<file path="src/rtl/debounce_pkg.sv">
// Shared defaults and per-bit FSM state encoding for the switch debouncer.
package debounce_pkg;

  localparam int DEFAULT_WIDTH         = 10;
  localparam int DEFAULT_STABLE_CYCLES = 100000;

  typedef enum logic {
    STABLE   = 1'b0,
    COUNTING = 1'b1
  } db_state_e;

endpackage

</file>
<file path="src/rtl/debounce_bit.sv">
// One debounced switch bit: accepts a new level only after STABLE_CYCLES
// consecutive differing samples; any matching sample discards the count.
module debounce_bit
  import debounce_pkg::*;
#(
  parameter int STABLE_CYCLES = DEFAULT_STABLE_CYCLES
) (
  input  logic clk,
  input  logic rst,
  input  logic s_i,
  output logic o_o,
  output logic upd_o
);

  localparam int CW = $clog2(STABLE_CYCLES);
  localparam logic [CW-1:0] CNT_MAX = CW'(STABLE_CYCLES - 1);

  db_state_e     state_q;
  logic [CW-1:0] cnt_q;
  logic          o_q;

  // High exactly on the edge where o_q takes the new level.
  assign upd_o = (state_q == COUNTING) && (s_i != o_q) && (cnt_q == CNT_MAX);
  assign o_o   = o_q;

  always_ff @(posedge clk) begin
    if (rst) begin
      state_q <= STABLE;
      cnt_q   <= '0;
      o_q     <= 1'b0;
    end else begin
      case (state_q)
        STABLE: begin
          if (s_i != o_q) begin
            cnt_q   <= CW'(1);
            state_q <= COUNTING;
          end
        end
        COUNTING: begin
          if (s_i == o_q) begin
            cnt_q   <= '0;
            state_q <= STABLE;
          end else if (cnt_q == CNT_MAX) begin
            o_q     <= s_i;
            cnt_q   <= '0;
            state_q <= STABLE;
          end else begin
            cnt_q <= cnt_q + 1'b1;
          end
        end
        default: begin
          cnt_q   <= '0;
          state_q <= STABLE;
        end
      endcase
    end
  end

endmodule

</file>
<file path="src/rtl/switch_debouncer.sv">
// WIDTH-bit switch debouncer with a single change pulse.
// Define SWITCH_DEBOUNCER_SYNC_EN to insert a two-flop input synchronizer.
module switch_debouncer
  import debounce_pkg::*;
#(
  parameter int WIDTH         = DEFAULT_WIDTH,
  parameter int STABLE_CYCLES = DEFAULT_STABLE_CYCLES
) (
  input  logic             clk,
  input  logic             rst,
  input  logic [WIDTH-1:0] sw_in,
  output logic [WIDTH-1:0] o,
  output logic             chg
);

  logic [WIDTH-1:0] s;
  logic [WIDTH-1:0] upd;
  logic             chg_q;
  logic             chg_d;

`ifdef SWITCH_DEBOUNCER_SYNC_EN
  logic [WIDTH-1:0] meta_q;
  logic [WIDTH-1:0] sync_q;

  always_ff @(posedge clk) begin
    if (rst) begin
      meta_q <= '0;
      sync_q <= '0;
    end else begin
      meta_q <= sw_in;
      sync_q <= meta_q;
    end
  end

  assign s = sync_q;
`else
  assign s = sw_in;
`endif

  generate
    for (genvar gi = 0; gi < WIDTH; gi++) begin : g_bit
      debounce_bit #(
        .STABLE_CYCLES(STABLE_CYCLES)
      ) u_bit (
        .clk  (clk),
        .rst  (rst),
        .s_i  (s[gi]),
        .o_o  (o[gi]),
        .upd_o(upd[gi])
      );
    end
  endgenerate

  // Any number of simultaneous bit updates folds into one pulse.
  always_comb begin
    chg_d = |upd;
  end

  always_ff @(posedge clk) begin
    if (rst) chg_q <= 1'b0;
    else     chg_q <= chg_d;
  end

  assign chg = chg_q;

endmodule

</file>
<file path="config.mk">
export PLATFORM = sky130hd
export DESIGN_NAME = switch_debouncer
export DESIGN_NICKNAME = d
export VERILOG_FILES = /design/src/rtl/debounce_pkg.sv /design/src/rtl/debounce_bit.sv /design/src/rtl/switch_debouncer.sv
export SDC_FILE = /design/constraint.sdc
export NUM_CORES = 1
export LEC_CHECK = 0
export CORE_MARGIN = 3
export CORE_UTILIZATION = 35
export CTS_CLUSTER_SIZE = 25
export DETAILED_ROUTE_END_ITERATION = 10
export MAX_ROUTING_LAYER = met4
export PLACE_DENSITY = 0.55
export SLEW_MARGIN = 20
export SYNTH_ARGS = -nofsm -noshare
export SYNTH_HDL_FRONTEND = slang
export SYNTH_SLANG_ARGS = --single-unit
</file>
<file path="constraint.sdc">
create_clock -name clk -period 3.05 [get_ports clk]
set_clock_uncertainty 0.05 [all_clocks]
set_input_delay 0.61 -clock clk [delete_from_list [all_inputs] [get_ports clk]]
set_output_delay 0.61 -clock clk [all_outputs]
set_load 0.01 [all_outputs]
</file>
=== After elaboration in Yosys (flattened, before gate mapping) ===
Index checks and enable logic that the tools add are counted.

* Reduce and logical (&&, ||, !) cells: 31
* Multiplexer cells: 80
* Bitwise operators: 20
* Add/subtract/negate cells: 10
* Equal/unequal tests: 40

{| class="wikitable"
|+ Operators with widths
! operator !! count
|-
| 17-bit two-way mux || 30
|-
| 17-bit one-hot mux with 2 select lines || 10
|-
| 17-bit by 1-bit adder with 17-bit output (second input constant) || 10
|-
| 17-bit equality test (second input constant) || 10
|-
| 1-bit two-way mux || 30
|-
| 3-bit AND reduction || 10
|-
| 1-bit logical AND || 20
|-
| 2-bit by 1-bit != test with 1-bit output (second input constant) || 10
|-
| 1-bit NOT || 20
|-
| 1-bit one-hot mux with 2 select lines || 10
|-
| 1-bit equality test || 10
|-
| 1-bit != test || 10
|-
| 10-bit OR reduction || 1
|}

* Logic and storage cells: 212
* Register bits: 191
* Output and inout port bits: 11

=== Logic depth before layout (Yosys ltp) ===
* Word-level depth: 4
* Depth in mapped cells: 11
* Mapped depth without buffers: 7

=== By module ===
A second synthesis with hierarchy kept.

* Cell total of the unflattened synthesis: 1275
* Area, all modules: 10164.7 um^2

{| class="wikitable"
|+ By module, submodules not included
! module !! times used !! area each (um^2) !! cells an instance
|-
| debounce_bit || 10 || 1012.2 || 127
|-
| switch_debouncer || 1 || 42.5 || 5
|}

=== Worst setup path before layout ===
No wires, ideal clock.

* Path type: flip-flop to flip-flop
* Start point: reg g_bit[0].u_bit.cnt_q[0]
* End point: reg g_bit[0].u_bit.cnt_q[16]
* Stages on the path, launching flop included: 12
* Arrival: 2.062 ns
* Slack: 0.811 ns
* Path buffers: 4
* Setup time: 0.128 ns
* Path through: dfxtp_1 -> ha_1 -> and4_1 -> clkbuf_1 -> and4_1 -> clkbuf_1 -> or2_1 -> clkbuf_1 -> buf_2 -> o21ai_0 -> a21oi_1 -> nor2_1

* Word-level cells in the longest chain between the ends: 4
* Elaborated cells between the ends (all ways): 5
* Those cells by class: add/sub: 1; eq/ne: 1; mux: 3

{| class="wikitable"
|+ Ends and longest elaborated chain
! what !! RTL line !! text
|-
| start: declaration || debounce_bit.sv:19 || <nowiki>logic [CW-1:0] cnt_q;</nowiki>
|-
| start signal: assignment || debounce_bit.sv:48 || <nowiki>cnt_q <= cnt_q + 1'b1;</nowiki>
|-
| 17-bit by 1-bit adder with 17-bit output / 17-bit equality test (equally long branches) || debounce_bit.sv:48, debounce_bit.sv:43 ||
|-
| 17-bit two-way mux (*) || debounce_bit.sv:43 || <nowiki>end else if (cnt_q == CNT_MAX) begin</nowiki>
|-
| 17-bit two-way mux (*) || debounce_bit.sv:40 || <nowiki>if (s_i == o_q) begin</nowiki>
|-
| 17-bit one-hot mux with 2 select lines (*) || debounce_bit.sv:32 || <nowiki>case (state_q)</nowiki>
|}

Mark *: on every way between the ends. The rest lies on a longest branch, timed or not.
A chain may end at the register's enable or synchronous reset.

=== Worst setup path after layout ===
* Start point: reg g_bit[0].u_bit.cnt_q[0]
* End point: reg g_bit[0].u_bit.cnt_q[7]

The elaborated chain is that of the path after synthesis.

==> results.toml <==
[setup_path]
cp-start-kind = "flip-flop"
reg2reg_from = "g_bit[0].u_bit.cnt_q[0]"
crit_chain = "ha_1 > and4_1 > and4_1 > or2_1 > nor2_1 > a31oi_1 > a311oi_1"
cp.arrival_ns = 2.66
cp.required_ns = 3.28
crit_buf_inv = 0
slowest_stage = "or2_1"
crit_fanout = 14
cpMostUsedCell = "and4_1"
cp-end-kind = "flip-flop"
cp_top_family = "simple AND/OR/NAND/NOR gates"
critPathMaxStageDelay_ns = 0.44
crit_type = "reg -> reg"
critPathLaunch = "g_bit[0].u_bit.cnt_q[0]"

[clock_tree]
cts_max_level = 4
cts_resized = 0
cts_buffers = 17
cts.sinks = 191
clockBufferDepth = 2
cts_hold_buf = 0
cts-root-buf = "clkbuf_16"
path_clk_slew_ns = 0.07
clk_latency_ns = 0.43
cts_tree = "built"
post_cts_buffers = 0

[sta]
fmax_mhz = 411.5
tightest_slew_ns = 0.8036
setup_viol = 0
fin_setup_tns_ns = 0
finalHoldViolCount = 0
rsz0062_at_grt = "false"
relSlewSlack_pct = 46.43
period_minus_slack_ns = 2.430
slew_violations = 0
fin_crit_sh_pct = 79.67

[placement]
place_area_sq_um = 10510
place_congestion = 0.8114
portBuffers = 22
hpwl_mm = 14.89
dpl.cell_count = 1591

[final_layout]
drive_gt1_share_pct = 7.390
syn2layout_area_growth_pct = 11.17
finish.utilization_pct = 39.64
final_cells = 1623
nFillCells = 2939
multi_input_area_sq_um = 5739
ff_latch_area_sq_um = 3824
num_antenna_cells = 0
postLayoutCellArea_sq_um = 11070
nets = 1254

[logic_synthesis]
yosysWarnings = 0
synth_flop_cell = "dfxtp_1"
synth-seq-cells = 191
yosysSeqAreaShare_pct = 38.39
synth_area_leaders = "dfxtp_1 38%, a311oi_1 8.0%, nor2_1 5.5%"
synth_most_common_cell = "dfxtp_1"
syn_area_per_cell_sq_um = 8.020
synth_cell_types = 66
synth_cells = 1242
syn_nets = 1264
synth_edf_count = 0
synthArstFlopShare_pct = 0
synth_top_area_share_pct = 38.39
synthTopCellsByCount = "191 x dfxtp_1, 145 x nor2_1, 127 x nand2_1"
synth_area_leader_cell = "dfxtp_1"
syn_area_sq_um = 9961

[global_routing]
grt_usage_pct = 15.34
antenna_found_initial = 0
grt_max_degree = 101
grt_overflow = 0
grt_pass1_wl_mm = 39.58
grt_pass1_vias = 8160

[floorplanning]
die_h_um = 174.7
die_area_sq_um = 30520
row_count = 61
io_pins = 23
core-area_sq_um = 27930
start_util_pct = 35.66
die_x_um = 174.7

[job]
cap_viol_max_count = 0

[detailed_routing]
route.detailed.wl_per_inst_um = 13.98
num_vias = 9195
vias_per_cell = 5.665
finalWirelength_mm = 22.69
drt_iter0_drc = 703
detail-route-antenna-nets = 0
drc = 0
firstDrtPassIters = 5

[power]
peakVddDrop_uv = 405.0
power_leakage_nw = 3.448
power_density_nw_per_um2 = 447.9

[hold_path]
hp-class = "reg -> reg"
hold_start = "g_bit[4].u_bit.cnt_q[16]"

[run_status]
status = "completed"
-- metrics by stage --
stage / power (mW) / hold WS [ns] / setup WS (ns)
2_1_floorplan: 2.787 / 0.3884 / 0.8108
3_3_place_gp: 2.880 / 0.4127 / 0.4151
3_5_place_dp: 2.882 / 0.4178 / 0.3627
4_1_cts: 5.048 / 0.4290 / 0.6048
5_1_grt: 5.173 / 0.4492 / 0.3525
6_report: 4.960 / 0.4284 / 0.6200
-- layout make-up --
type / instances / share of cell area, %
well taps: 378 / 4.271
inverters: 9 / 0.3051
clock inverters: 13 / 0.9605
repair buffers: 50 / 4.011
flip-flops and latches: 191 / 34.53
clock buffers: 19 / 4.090
multi-input cells: 963 / 51.83
-- flip-flops by register name, summed over array words and instances, names as in the netlist --
signal               count
chg                      1
g_bit.u_bit.o_o         10
g_bit.u_bit.cnt_q      170
g_bit.u_bit.state_q     10
-- kinds of logic (layout without fill, tap and decap cells) --
group | count (synthesis) | count (layout) | share of synthesized area, %
compound gates | 358 | 358 | 24.66
xor+xnor | 10 | 10 | 0.8792
fa+ha+maj | 10 | 10 | 1.256
buf+inv | 88 | 91 | 3.994
flops | 191 | 191 | 38.39
mux | 8 | 8 | 0.8040
simple gates | 577 | 577 | 30.02
-- where the power goes --
part	switching, mW	total (mW)	leakage (nW)	internal [mW]
clock network	1.03	2.14	0.261	1.10
logic	0.184	0.282	1.64	0.0978
registers	0.0283	2.54	1.54	2.51
total	1.25	4.96	3.45	3.71
-- placed cells by master, fill, tap and decap left out, types with 5 or more instances in the layout --
cell,Yosys,routed
a211oi_1,6,6
a21o_1,5,5
a21oi_1,98,98
a22oi_1,10,10
a311oi_1,91,91
a31oi_1,16,16
a41oi_1,22,22
and2_1,9,9
and3_1,29,29
and3b_1,10,10
and4_1,11,11
buf_4,10,27
clkbuf_16,0,17
clkdlybuf4s50_1,0,21
clkinvlp_4,0,5
dfxtp_1,191,191
ha_1,10,10
inv_1,9,9
mux2i_1,8,8
nand2_1,127,127
nand2b_1,6,6
nand3_1,68,68
nand3b_1,5,5
nand4_1,30,30
nand4b_1,13,13
nor2_1,145,145
nor3_1,44,44
nor3b_1,10,10
nor4_1,10,10
nor4b_1,7,7
o211a_1,10,10
o211ai_1,5,5
o21a_1,12,12
o21ai_0,65,65
or2_2,13,13
or3_1,12,12
xor2_1,10,10
-- routing by layer --
metal  vias to the layer above  global-route usage (%)  wire length [um]
met5                         -                       -                 0
met4                         0                   3.491               180
li1                       4708                       -                 -
met3                        13                   2.825               695
met2                       141                   22.80              9961
met1                      4333                   21.72             11850
-- worst register-to-register path, delay by kind of cell, from the launching register on --
family,cells,cell delay (ns)
adder cells (fa/ha/maj),1,0.23
flip-flops,1,0.40
AND/OR/NAND/NOR,4,1.34
AO/OA/AOI/OAI,2,0.25
-- worst paths after layout --
kind	to	slack, ns	depth (start not counted)
max	g_bit[0].u_bit.cnt_q[7]	0.62	7
min	g_bit[4].u_bit.cnt_q[16]	0.43	1
max reg2reg	g_bit[0].u_bit.cnt_q[7]	0.62	7
min reg2reg	g_bit[4].u_bit.cnt_q[16]	0.43	1
No activity file was read; power rests on OpenSTA's default activity.
